File: src/rtl/bitcnt_pkg.sv
// rtl/bitcnt_pkg.sv - shared op encoding and result-width helper for the bit-count unit (BITCNT_CPOP_EN)
package bitcnt_pkg;

  typedef enum logic [1:0] {
    BITCNT_CLZ  = 2'b00,
    BITCNT_CTZ  = 2'b01,
    BITCNT_CPOP = 2'b10,
    BITCNT_RSVD = 2'b11
  } bitcnt_op_e;

  // Result width: one extra bit so a zero operand can report XLEN.
  function automatic int bitcnt_cw(input int xlen);
    return $clog2(xlen) + 1;
  endfunction

endpackage

File: src/rtl/bitcnt_chunk.sv
// rtl/bitcnt_chunk.sv - per-chunk zero flag, leading-zero count and popcount (popcount only with BITCNT_CPOP_EN)
module bitcnt_chunk #(
  parameter int CHUNK = 8,
  parameter int LW    = $clog2(CHUNK) + 1
) (
  input  logic [CHUNK-1:0] i_bits,
`ifdef BITCNT_CPOP_EN
  input  logic             i_pop,
`endif
  output logic             o_zero,
  output logic [LW-1:0]    o_count
);

  logic [LW-1:0] w_lz;

  assign o_zero = ~|i_bits;

  // Leading-zero count: scanning upward, the highest set bit writes last.
  always_comb begin
    w_lz = LW'(CHUNK);
    for (int i = 0; i < CHUNK; i++) begin
      if (i_bits[i]) w_lz = LW'(CHUNK - 1 - i);
    end
  end

`ifdef BITCNT_CPOP_EN
  logic [LW-1:0] w_pop;

  // Population count of the chunk.
  always_comb begin
    w_pop = '0;
    for (int i = 0; i < CHUNK; i++) begin
      w_pop = w_pop + LW'(i_bits[i]);
    end
  end

  assign o_count = i_pop ? w_pop : w_lz;
`else
  assign o_count = w_lz;
`endif

endmodule

File: src/rtl/bit_count_unit.sv
// rtl/bit_count_unit.sv - two-stage valid/ready CLZ/CTZ/CPOP unit (CPOP logic present only with BITCNT_CPOP_EN)
module bit_count_unit
  import bitcnt_pkg::*;
#(
  parameter int XLEN  = 32,
  parameter int CHUNK = 8
) (
  input  logic                      clk,
  input  logic                      rst,
  input  logic                      in_valid,
  output logic                      in_ready,
  input  logic [XLEN-1:0]           in_src,
  input  logic [1:0]                in_op,
  output logic                      out_valid,
  input  logic                      out_ready,
  output logic [bitcnt_cw(XLEN)-1:0] out_count,
  output logic                      out_zero
);

  localparam int NCH = XLEN / CHUNK;
  localparam int CW  = bitcnt_cw(XLEN);
  localparam int LW  = $clog2(CHUNK) + 1;

  logic            w_is_ctz;
  logic [XLEN-1:0] w_rev;
  logic [XLEN-1:0] w_src;
  logic            w_zero;
  logic [NCH-1:0]  w_czero;
  logic [LW-1:0]   w_ccnt [NCH];
  logic            w_s1_adv;
  logic [CW-1:0]   w_lead;
  logic [CW-1:0]   w_count;

  logic            r_s1_valid;
  logic            r_s1_zero;
  logic [NCH-1:0]  r_s1_czero;
  logic [LW-1:0]   r_s1_cnt [NCH];
  logic            r_out_valid;
  logic [CW-1:0]   r_out_count;
  logic            r_out_zero;

  // CTZ is CLZ of the bit-reversed operand; reserved op falls through to CLZ.
  assign w_is_ctz = (in_op == BITCNT_CTZ);
  assign w_zero   = ~|in_src;

  // Bit-reverse of the operand for CTZ.
  always_comb begin
    w_rev = '0;
    for (int i = 0; i < XLEN; i++) begin
      w_rev[i] = in_src[XLEN-1-i];
    end
  end

  assign w_src = w_is_ctz ? w_rev : in_src;

`ifdef BITCNT_CPOP_EN
  logic w_is_pop;
  logic r_s1_pop;
  assign w_is_pop = (in_op == BITCNT_CPOP);
`endif

  for (genvar j = 0; j < NCH; j++) begin : g_chunk
    bitcnt_chunk #(.CHUNK(CHUNK), .LW(LW)) u_chunk (
      .i_bits  (w_src[j*CHUNK +: CHUNK]),
`ifdef BITCNT_CPOP_EN
      .i_pop   (w_is_pop),
`endif
      .o_zero  (w_czero[j]),
      .o_count (w_ccnt[j])
    );
  end

  // S1 moves on whenever OUT is empty or being drained; no skid buffer.
  assign w_s1_adv = !r_out_valid || out_ready;
  assign in_ready = !r_s1_valid || w_s1_adv;

  // Stage-1 register: per-chunk flags and counts plus operand-zero flag.
  always_ff @(posedge clk) begin
    if (rst) begin
      r_s1_valid <= 1'b0;
    end else if (in_ready) begin
      r_s1_valid <= in_valid;
      if (in_valid) begin
        r_s1_zero  <= w_zero;
        r_s1_czero <= w_czero;
        r_s1_cnt   <= w_ccnt;
`ifdef BITCNT_CPOP_EN
        r_s1_pop   <= w_is_pop;
`endif
      end
    end
  end

  // Leading count from the most significant non-zero chunk; XLEN if none.
  always_comb begin
    w_lead = CW'(XLEN);
    for (int j = 0; j < NCH; j++) begin
      if (!r_s1_czero[j]) w_lead = CW'((NCH - 1 - j) * CHUNK) + CW'(r_s1_cnt[j]);
    end
  end

`ifdef BITCNT_CPOP_EN
  logic [CW-1:0] w_sum;

  // Sum of the chunk popcounts.
  always_comb begin
    w_sum = '0;
    for (int j = 0; j < NCH; j++) begin
      w_sum = w_sum + CW'(r_s1_cnt[j]);
    end
  end

  assign w_count = r_s1_pop ? w_sum : w_lead;
`else
  assign w_count = w_lead;
`endif

  // Output register: result held stable while the consumer stalls.
  always_ff @(posedge clk) begin
    if (rst) begin
      r_out_valid <= 1'b0;
      r_out_count <= '0;
      r_out_zero  <= 1'b0;
    end else if (w_s1_adv) begin
      r_out_valid <= r_s1_valid;
      if (r_s1_valid) begin
        r_out_count <= w_count;
        r_out_zero  <= r_s1_zero;
      end
    end
  end

  assign out_valid = r_out_valid;
  assign out_count = r_out_count;
  assign out_zero  = r_out_zero;

endmodule
File: config.mk
export PLATFORM = sky130hd
export DESIGN_NAME = bit_count_unit
export DESIGN_NICKNAME = d
export VERILOG_FILES = /design/src/rtl/bitcnt_pkg.sv /design/src/rtl/bitcnt_chunk.sv /design/src/rtl/bit_count_unit.sv
export SDC_FILE = /design/constraint.sdc
export NUM_CORES = 1
export LEC_CHECK = 0
export BUFFER_PORTS_ARGS = -buffer_cell sky130_fd_sc_hd__buf_2
export CAP_MARGIN = 5
export CELL_PAD_IN_SITES_DETAIL_PLACEMENT = 0
export CELL_PAD_IN_SITES_GLOBAL_PLACEMENT = 1
export CORE_ASPECT_RATIO = 1.25
export CORE_MARGIN = 2
export CORE_UTILIZATION = 35
export DETAILED_ROUTE_END_ITERATION = 7
export GPL_ROUTABILITY_DRIVEN = 0
export PLACE_DENSITY = 0.73
export SLEW_MARGIN = 25
export SYNTH_ARGS = -nofsm -noshare
export SYNTH_HDL_FRONTEND = slang
export SYNTH_SLANG_ARGS = --single-unit
File: constraint.sdc
create_clock -name clk -period 4.5 [get_ports clk]
set_input_delay 1.35 -clock clk [delete_from_list [all_inputs] [get_ports clk]]
set_output_delay 1.35 -clock clk [all_outputs]
set_load 0.02 [all_outputs]
After elaboration in Yosys (flattened, before gate mapping)
Cells that the tools add are included.

Bits in registers: 30. Bits of input ports: 38. Output and inout bits: 9. Logic and storage cells: 88.

Add/sub/neg operators: 3. Equal/unequal tests: 1. Muxes and demuxes: 33. Bitwise operators: 1. Reductions and logical operators: 28.

Operator list (number): 3-bit 2-to-1 mux (12); 32-bit 2-to-1 mux (1); 32-bit OR reduction (1); 8-bit OR reduction (4); 7-bit OR reduction (4); 6-bit 2-to-1 mux (4); 2-bit 2-to-1 mux (8); 4-bit 2-to-1 mux (4); 4-bit OR reduction (4); 5-bit by 4-bit adder with 6-bit output (first input constant) (2); 2-bit OR reduction (4); 1-bit zero test (7); 4-bit by 4-bit adder with 5-bit output (first input constant) (1); 1-bit 2-to-1 mux (4); 3-bit AND reduction (1); 2-bit by 1-bit equality test with 1-bit output (second input constant) (1); 1-bit logical OR (2); 2-bit AND reduction (1); 1-bit NOT (1).

Depth between registers and ports, before layout
Gate-level depths: netlist of run 1.

Depth after elaboration: 9. Depth in mapped cells: 6.

Modules after synthesis
From an unflattened synthesis of run 1, not the netlist that was laid out.

Cells, all modules: 260. Area total of the unflattened synthesis: 1988.2 sq um.

Modules (own cells, without submodules): bit_count_unit (times used 1, cells each 200, area an instance 1587.8 sq um, sequential area each 810.8 sq um); bitcnt_chunk (times used 4, cells each 15, area an instance 100.1 sq um, sequential area each 0.0 sq um).

Worst setup path before layout of run 1
No wires, ideal clock.

Path kind: input port to output port. Start point: input port out_ready. End point: output port in_ready. Arrival: 1.623 ns. Data required time: 3.150 ns. Slack: 1.527 ns. Stages on the path: 2. Path buffers: 0. Path through: nor2b_4 nand2_1.

Cells in the longest elaborated chain, start to end: 2.

RTL lines: start, declared (RTL line bit_count_unit.sv:15) `input logic out_ready,`; 1-bit logical OR (RTL line bit_count_unit.sv:74) `assign w_s1_adv = !r_out_valid || out_ready;`; 1-bit logical OR (RTL line bit_count_unit.sv:75) `assign in_ready = !r_s1_valid || w_s1_adv;`; end, declared (RTL line bit_count_unit.sv:11) `output logic in_ready,`.

Every way passes these cells.

Worst setup path after layout of run 1
Same ends and word-level chain as after synthesis.

==> qor.txt, run 1 <==
=====================================================================================
Slew Viols, Final                                                                   0
R2r worst-path depth                                                                3
Max IR drop VDD                                                               84.2 uV
Post-DR vias/cell                                                                4.84
CP most frequent cell                                                    sky130_fd_sc_hd__buf_2
Leakage power summed over all cells                                          0.902 nW
Floorplan die width                                                           69.8 um
Max-slew headroom                                                               0.430
Hold-fix buffer count after cts                                                     0
Overflow after GRT                                                                  0
Final setup vio count                                                               0
Max stage delay cell, worst path                                         sky130_fd_sc_hd__buf_2
Number of stages on the worst setup path                                            4
Crit path launch type                                                       input pin
Synth Cell Area                                                              1900 um2
Met3 WL post-DR                                                                215 um
Run status                                                               complete, no violations
Number of global-route vias before repair                                        1326
Unrepaired setup endpoints after global routing                                    no
Largest fanout on the critical path                                                 5
Total met2 wirelength after detailed routing                                  1680 um
Count of nets after finishing                                                     286
Nature of the critical path endpoint                                      output port
CP arrival                                                                    1.84 ns
Chip Height                                                                   86.3 um
Max stage delay on crit path                                                  0.17 ns
Pin count of the biggest net entering global routing                               25
Worst Setup Slack post-DPL                                                    1.30 ns
Cell Pwr Density                                                           275 nW/um2
Number of post-CTS setup repair buffers                                             0
Length of routed wiring on met1                                               1590 um
Min-Delay Path Class                                                       reg -> reg
CP Cell Sequence                                                         buf_2, nor2b_4, nand2_1, buf_2
Cells after synthesis                                                             201
Post-route ant nets                                                                 0
Detailed-route DRC error count                                                      0
Top routing layer in use                                                         met4
Kind of critical path                                                       in -> out
Initial Utilization                                                             0.368
Slew @ Worst Pin                                                             0.855 ns
Warnings, synthesis                                                                 0
Tcrit/Tclk final                                                                0.709
Standard cell core area                                                      5150 um2
Clock Sink Count                                                                   30
Avg Cell Area, Syn                                                           9.43 um2
Via count                                                                        1506
Routed WL per cell                                                            11.4 um
Most frequent standard cell in the layout excluding fill and tap cells   sky130_fd_sc_hd__buf_2
TritonCTS buffer count                                                              5
Row cnt                                                                            29
Number of synthesized register bits                                                30
Area Growth Syn to Fin                                                          17.4%
Syn Nets                                                                          239
Buffer cell driving the clock tree root                                  sky130_fd_sc_hd__clkbuf_8
First-pass GRT wire length                                                    5710 um
Most area-hungry cell type in the Yosys netlist                          sky130_fd_sc_hd__edfxtp_1
Antenna fix cells                                                                   0
TritonCTS clock tree                                                            built
Initial DRT Pass Iterations                                                         6
Count of cells resized by post-cts repair                                           0
Hold violation total from the final report                                          0
Top-Level Pins                                                                     47
CP required                                                                   3.15 ns
Total negative slack                                                             0 ns
Count of input and output buffers                                                  46
Maximum clock skew at final layout                                         0.00419 ns
Tot GR Track Use                                                                0.121
Post-synth cell types                                                              34
Share of cells above drive strength 1                                           0.289
Biggest area contributors in the synthesized netlist                     sky130_fd_sc_hd__edfxtp_1, sky130_fd_sc_hd__dfxtp_1, sky130_fd_sc_hd__nor2_1
Commonest cells after routing, fill and taps aside                       sky130_fd_sc_hd__buf_2, sky130_fd_sc_hd__nor2_1, sky130_fd_sc_hd__edfxtp_1
H-Tree Depth                                                                        2
Total routed wirelength                                                       3550 um
Crit path time final                                                          3.19 ns
Number of max-capacitance violations reported                                       0
Initial antenna violation count                                                     0
Clk slew on worst S/H paths                                                   0.06 ns
Share of synthesized area occupied by flip-flops and latches                    0.428
Buffering stage count on the worst path with inverters included                     2
Drt first-iter violations                                                          49
Clock network latency to the later pin of the worst-skew pair                 0.27 ns
Area share of the largest cell type after synthesis                             0.333
Cell depth of the worst hold path                                                   2
Full die area                                                                6020 um2
Final HPWL from detailed placement                                            2910 um
Setup slack after layout                                                      1.31 ns
Worst path top cell family by delay                                      buffers and inverters
CTS max path bufs                                                                   2
Achievable Freq                                                             0.314 GHz
Number of filler cells placed in the layout                                       524
=====================================================================================
[worst paths after layout]
kind | slack [ns] | startpoint | end
setup / recovery | 1.31 | out_ready | in_ready
hold / removal | 0.44 | out_count[4] | out_count[4]
setup reg to reg | 2.90 | out_valid | r_s1_cnt[12]
hold reg to reg | 0.44 | out_count[4] | out_count[4]
[Yosys cell counts]
library cell and number:
sky130_fd_sc_hd__nor2_1 37, sky130_fd_sc_hd__edfxtp_1 21, sky130_fd_sc_hd__a21oi_1 14, sky130_fd_sc_hd__nor3_1 12, sky130_fd_sc_hd__nand2b_1 10, sky130_fd_sc_hd__dfxtp_1 9, sky130_fd_sc_hd__inv_1 9, sky130_fd_sc_hd__mux2_4 9
sky130_fd_sc_hd__nand2_1 8, sky130_fd_sc_hd__o21ai_0 8, sky130_fd_sc_hd__a31oi_1 7, sky130_fd_sc_hd__nor2b_1 7, sky130_fd_sc_hd__mux2i_1 6, sky130_fd_sc_hd__o31ai_1 5, sky130_fd_sc_hd__a21boi_1 4, sky130_fd_sc_hd__a22o_1 4
sky130_fd_sc_hd__nand2_2 4, sky130_fd_sc_hd__nand3b_1 4, sky130_fd_sc_hd__nand4_1 4, sky130_fd_sc_hd__buf_6 3, sky130_fd_sc_hd__nor2b_4 2, sky130_fd_sc_hd__nor3b_1 2, sky130_fd_sc_hd__and2b_4 1, sky130_fd_sc_hd__and3b_1 1
sky130_fd_sc_hd__buf_12 1, sky130_fd_sc_hd__buf_2 1, sky130_fd_sc_hd__clkbuf_1 1, sky130_fd_sc_hd__mux2i_2 1, sky130_fd_sc_hd__nand2b_4 1, sky130_fd_sc_hd__nand3_1 1, sky130_fd_sc_hd__nor2_2 1, sky130_fd_sc_hd__nor4_1 1
sky130_fd_sc_hd__o221ai_1 1, sky130_fd_sc_hd__or3_1 1
[cell families after synthesis]
kind of cell | synth area share
buffers and inverters | 0.0508
AO/OA/AOI/OAI | 0.140
multiplexers | 0.110
flip-flops | 0.428
AND/OR/NAND/NOR | 0.271
[worst min-delay path: cells and delay by family (launching register included)]
family	cells	cell delay, ns
flops	1	0.30
compound gates	1	0.05
simple gates	1	0.05
[power breakdown]
| part | internal [W] | switching [W] |
|---|---|---|
| registers | 0.000305 | 0.00000402 |
| clock network | 0.000105 | 0.0000929 |
| logic | 0.0000479 | 0.0000569 |
| total | 0.000459 | 0.000154 |
[registers in the layout, summed over array words and instances, names as in the netlist]
signal	cells
r_s1_zero	1
r_s1_cnt	16
r_s1_valid	1
out_count	6
out_zero	1
out_valid	1
r_s1_czero	4
[final cells by class]
cell class / count / area [um2] / area share
Clock inverter: 3 / 16.3 / 0.00731
Tap cell: 62 / 77.6 / 0.0349
Multi-Input combinational cell: 156 / 988 / 0.444
Clock buffer: 5 / 68.8 / 0.0309
Timing Repair Buffer: 46 / 230 / 0.103
Inverter: 9 / 33.8 / 0.0152
Sequential cell: 30 / 811 / 0.364
[layer usage]
metal | vias to the layer above | global-route usage
met5 | - | 0
met4 | 0 | 0.0629
met3 | 7 | 0.0395
met2 | 48 | 0.209
met1 | 639 | 0.134
li1 | 812 | -
[through the flow]
stage / instance area (um2) / utilization / std cells / total power, W / hold slack (ns)
3_3_place_gp: 2140 / 0.415 / 303 / 0.000421 / 0.436
5_1_grt: 2230 / 0.432 / 311 / 0.000646 / 0.474
6_report: 2230 / 0.432 / 311 / 0.000612 / 0.444
2_1_floorplan: 1900 / - / 201 / 0.000388 / 0.471
3_5_place_dp: 2140 / 0.415 / 303 / 0.000421 / 0.441
4_1_cts: 2230 / 0.432 / 311 / 0.000623 / 0.450
No activity file was read; power rests on OpenSTA's default activity.
==> run 2: changes to the inputs <==
--- a/config.mk
+++ b/config.mk
@@ -5,16 +5,17 @@
 export SDC_FILE = /design/constraint.sdc
 export NUM_CORES = 1
 export LEC_CHECK = 0
+export ABC_AREA = 1
 export BUFFER_PORTS_ARGS = -buffer_cell sky130_fd_sc_hd__buf_2
 export CAP_MARGIN = 5
 export CELL_PAD_IN_SITES_DETAIL_PLACEMENT = 0
 export CELL_PAD_IN_SITES_GLOBAL_PLACEMENT = 1
 export CORE_ASPECT_RATIO = 1.25
 export CORE_MARGIN = 2
-export CORE_UTILIZATION = 35
+export CORE_UTILIZATION = 34
 export DETAILED_ROUTE_END_ITERATION = 7
 export GPL_ROUTABILITY_DRIVEN = 0
-export PLACE_DENSITY = 0.73
+export PLACE_DENSITY = 0.77
 export SLEW_MARGIN = 25
 export SYNTH_ARGS = -nofsm -noshare
 export SYNTH_HDL_FRONTEND = slang
==> constraint.sdc (replaced) <==
create_clock -name clk -period 2.82 [get_ports clk]
set_input_delay 0.846 -clock clk [delete_from_list [all_inputs] [get_ports clk]]
set_output_delay 0.846 -clock clk [all_outputs]
set_load 0.02 [all_outputs]
==> run 2 against run 1 <==
Net effect:
- sequential share of layout area down 0.94 points
- sequential power grew 61%
- synthesized area is 3.3% higher
- sequential cell count did not move
- synthesized cell count is 34% higher
- die area increased by 6.0%
- critical endpoint unchanged
- global-route usage up 2.6 points
- highest routed layer unchanged
- clock power is 60% higher
- non-clock buffer count grew 1
- power is 66% higher
- clock skew fell by 0.0026 ns
- worst setup slack worse by 0.61 ns
==> qor.txt, run 2 <==
=====================================================================================
Share of synthesized area occupied by flip-flops and latches                    0.414   -0.0137
Max-slew headroom                                                               0.656   +0.226
Share of cells above drive strength 1                                           0.212   -0.0771
Full die area                                                                6390 um2   +6.0%
Final core area utilization                                                     0.417   -0.0151
Total met2 wirelength after detailed routing                                  2110 um   +26%
Clock Sink Count                                                                   30   unchanged
Post-route ant nets                                                                 0   unchanged
Total negative slack                                                             0 ns   unchanged
Top routing layer in use                                                         met4
Number of max-capacitance violations reported                                       0   unchanged
Clock network latency to the later pin of the worst-skew pair                 0.28 ns   about the same
Final setup vio count                                                               0   unchanged
Met3 WL post-DR                                                                205 um   -4.7%
Min-Delay Path Class                                                       reg -> reg
Row cnt                                                                            30   +3.4%
Async set-or-reset flop fraction in the synthesized netlist                         0   unchanged
Via count                                                                        1853   +23%
Chip Height                                                                   88.8 um   +3.0%
Hold violation total from the final report                                          0   unchanged
Overflow after GRT                                                                  0   unchanged
Initial antenna violation count                                                     0   unchanged
TritonCTS clock tree                                                            built
Pin count of the biggest net entering global routing                               57   +130%
Count of nets after finishing                                                     353   +23%
Floorplan die width                                                           71.9 um   +2.9%
Clk slew on worst S/H paths                                                   0.06 ns   about the same
Reg-to-reg slack, setup                                                       1.61 ns   -1.29 ns
Avg Cell Area, Syn                                                           7.28 um2   -23%
Most common library cells after synthesis                                sky130_fd_sc_hd__nand2_1, sky130_fd_sc_hd__inv_1, sky130_fd_sc_hd__a21oi_1, sky130_fd_sc_hd__nor2_1
Largest fanout on the critical path                                                 3   -2
R2r worst-path depth                                                                5   +2
Length of routed wiring on met1                                               1980 um   +25%
Most frequent standard cell in the layout excluding fill and tap cells   sky130_fd_sc_hd__nand2_1
Buffer cell driving the clock tree root                                  sky130_fd_sc_hd__clkbuf_8
Number of synthesized register bits                                                30   unchanged
Crit path time final                                                          2.12 ns
Area Growth Syn to Fin                                                          16.7%
Initial Utilization                                                             0.357   -0.0106
Initial DRT Pass Iterations                                                         5   -1
Maximum clock skew at final layout                                         0.00162 ns   -0.00256 ns
Number of post-CTS setup repair buffers                                             0   unchanged
Unrepaired setup endpoints after global routing                                    no
H-Tree Depth                                                                        2   unchanged
Tot GR Track Use                                                                0.147   +0.0257
Cells after synthesis                                                             269   +34%
Leakage power summed over all cells                                           1.07 nW   +19%
Slew @ Worst Pin                                                             0.516 ns   -0.339 ns
Worst Hold End                                                               out_zero
CP arrival                                                                    1.27 ns   -0.57 ns
Standard cell core area                                                      5480 um2   +6.4%
Synth Cell Area                                                              1960 um2   +3.3%
Post-synth cell types                                                              25   -26%
Count of cells resized by post-cts repair                                           0   unchanged
Launch instance of the worst register-to-register path                      out_valid
Biggest area contributors in the synthesized netlist                     sky130_fd_sc_hd__edfxtp_1, sky130_fd_sc_hd__nand2_1, sky130_fd_sc_hd__dfxtp_1
End of the worst register-to-register path                               out_count[1]
Number of synthesized flops with an enable pin                                     21   unchanged
Biggest register                                                             r_s1_cnt
Warnings, synthesis                                                                 0   unchanged
Post-DR vias/cell                                                                4.88   +0.70%
Flip-flop count of the largest register, all copies and words added                16   unchanged
Area share of the largest cell type after synthesis                             0.322   -0.0106
Commonest cells after routing, fill and taps aside                       sky130_fd_sc_hd__nand2_1, sky130_fd_sc_hd__buf_2, sky130_fd_sc_hd__inv_1
First-pass GRT wire length                                                    7380 um   +29%
Final HPWL from detailed placement                                            3610 um   +24%
Most instantiated flip-flop cell in the synthesis netlist                sky130_fd_sc_hd__edfxtp_1
Cell Pwr Density                                                           445 nW/um2   +62%
Hold-fix buffer count after cts                                                     0   unchanged
Cell depth of the worst hold path                                                   2   unchanged
Nature of the critical path endpoint                                      output port
Cell with the most instances after synthesis                             sky130_fd_sc_hd__nand2_1
Hold path start                                                              out_zero
CTS max path bufs                                                                   2   unchanged
Max IR drop VDD                                                                139 uV   +65%
Number of global-route vias before repair                                        1695   +28%
Detailed-route DRC error count                                                      0   unchanged
Kind of critical path                                                       in -> out
Most area-hungry cell type in the Yosys netlist                          sky130_fd_sc_hd__edfxtp_1
Syn Nets                                                                          307   +28%
Tcrit/Tclk final                                                                0.751
Routed WL per cell                                                            11.6 um   +1.1%
Number of filler cells placed in the layout                                       588   +12%
Top-Level Pins                                                                     47   unchanged
Achievable Freq                                                             0.472 GHz
CP required                                                                   1.97 ns   -1.18 ns
Count of input and output buffers                                                  46   unchanged
Drt first-iter violations                                                          74   +51%
Antenna fix cells                                                                   0   unchanged
Total routed wirelength                                                       4390 um   +24%
TritonCTS buffer count                                                              5   unchanged
Crit path launch type                                                       input pin
Run status                                                               complete, no violations
Slew Viols, Final                                                                   0   unchanged
=====================================================================================
[run 2: how the worst max path moves through the flow]
stage                    from  depth (start not counted)  slack, ns      endpoint
detailed placement   in_op[0]                          6       0.51   r_s1_cnt[3]
global placement     in_op[0]                          7       0.52  r_s1_cnt[14]
finish              out_ready                          4       0.70      in_ready
CTS                 out_ready                          4       0.70      in_ready
floorplan           out_ready                          4       0.82   r_s1_cnt[0]
global route         in_op[0]                          6       0.58   r_s1_cnt[3]
[run 2: per-stage QoR]
step | cells | setup slack, ns | hold WS (ns) | cell area [um2] | total power [W]
2_1_floorplan | 269 | 0.823 | 0.469 | 1960 | 0.000647
3_3_place_gp | 372 | 0.518 | 0.458 | 2200 | 0.000709
3_5_place_dp | 372 | 0.512 | 0.468 | 2200 | 0.000711
4_1_cts | 380 | 0.700 | 0.482 | 2280 | 0.00103
5_1_grt | 380 | 0.582 | 0.513 | 2280 | 0.00108
6_report | 380 | 0.702 | 0.473 | 2280 | 0.00102
[run 2: cells by family after synthesis]
logic type / share of synthesized area
compound gates: 0.164
buf+inv: 0.102
flops: 0.414
simple gates: 0.320
[run 2: metal layers]
| metal | vias up | track usage |
|---|---|---|
| li1 | 1003 | - |
| met1 | 792 | 0.183 |
| met4 | 0 | 0.0583 |
| met3 | 7 | 0.0216 |
| met5 | - | 0 |
| met2 | 51 | 0.256 |
[run 2: worst max-delay path, stage by stage]
cell and delay [ns]:
sky130_fd_sc_hd__buf_2 0.09, sky130_fd_sc_hd__inv_1 0.06, sky130_fd_sc_hd__nand3_1 0.10, sky130_fd_sc_hd__buf_2 0.18
[run 2: cell type report]
cell class | count | area [um2] | area share
timing repair buffer | 47 | 238 | 0.104
inverter | 33 | 126 | 0.0553
tap | 64 | 80.1 | 0.0350
multi-input combinational | 198 | 948 | 0.415
sequential | 30 | 811 | 0.355
clock inverter | 2 | 8.76 | 0.00383
clock buffer | 6 | 72.6 | 0.0318
[run 2: where the power goes]
part	switching (W)	internal, W	total, W	leakage, nW
clock network	0.000147	0.000169	0.000316	0.0426
logic	0.000132	0.0000718	0.000204	0.732
registers	0.00000650	0.000490	0.000497	0.295
total	0.000286	0.000731	0.00102	1.07
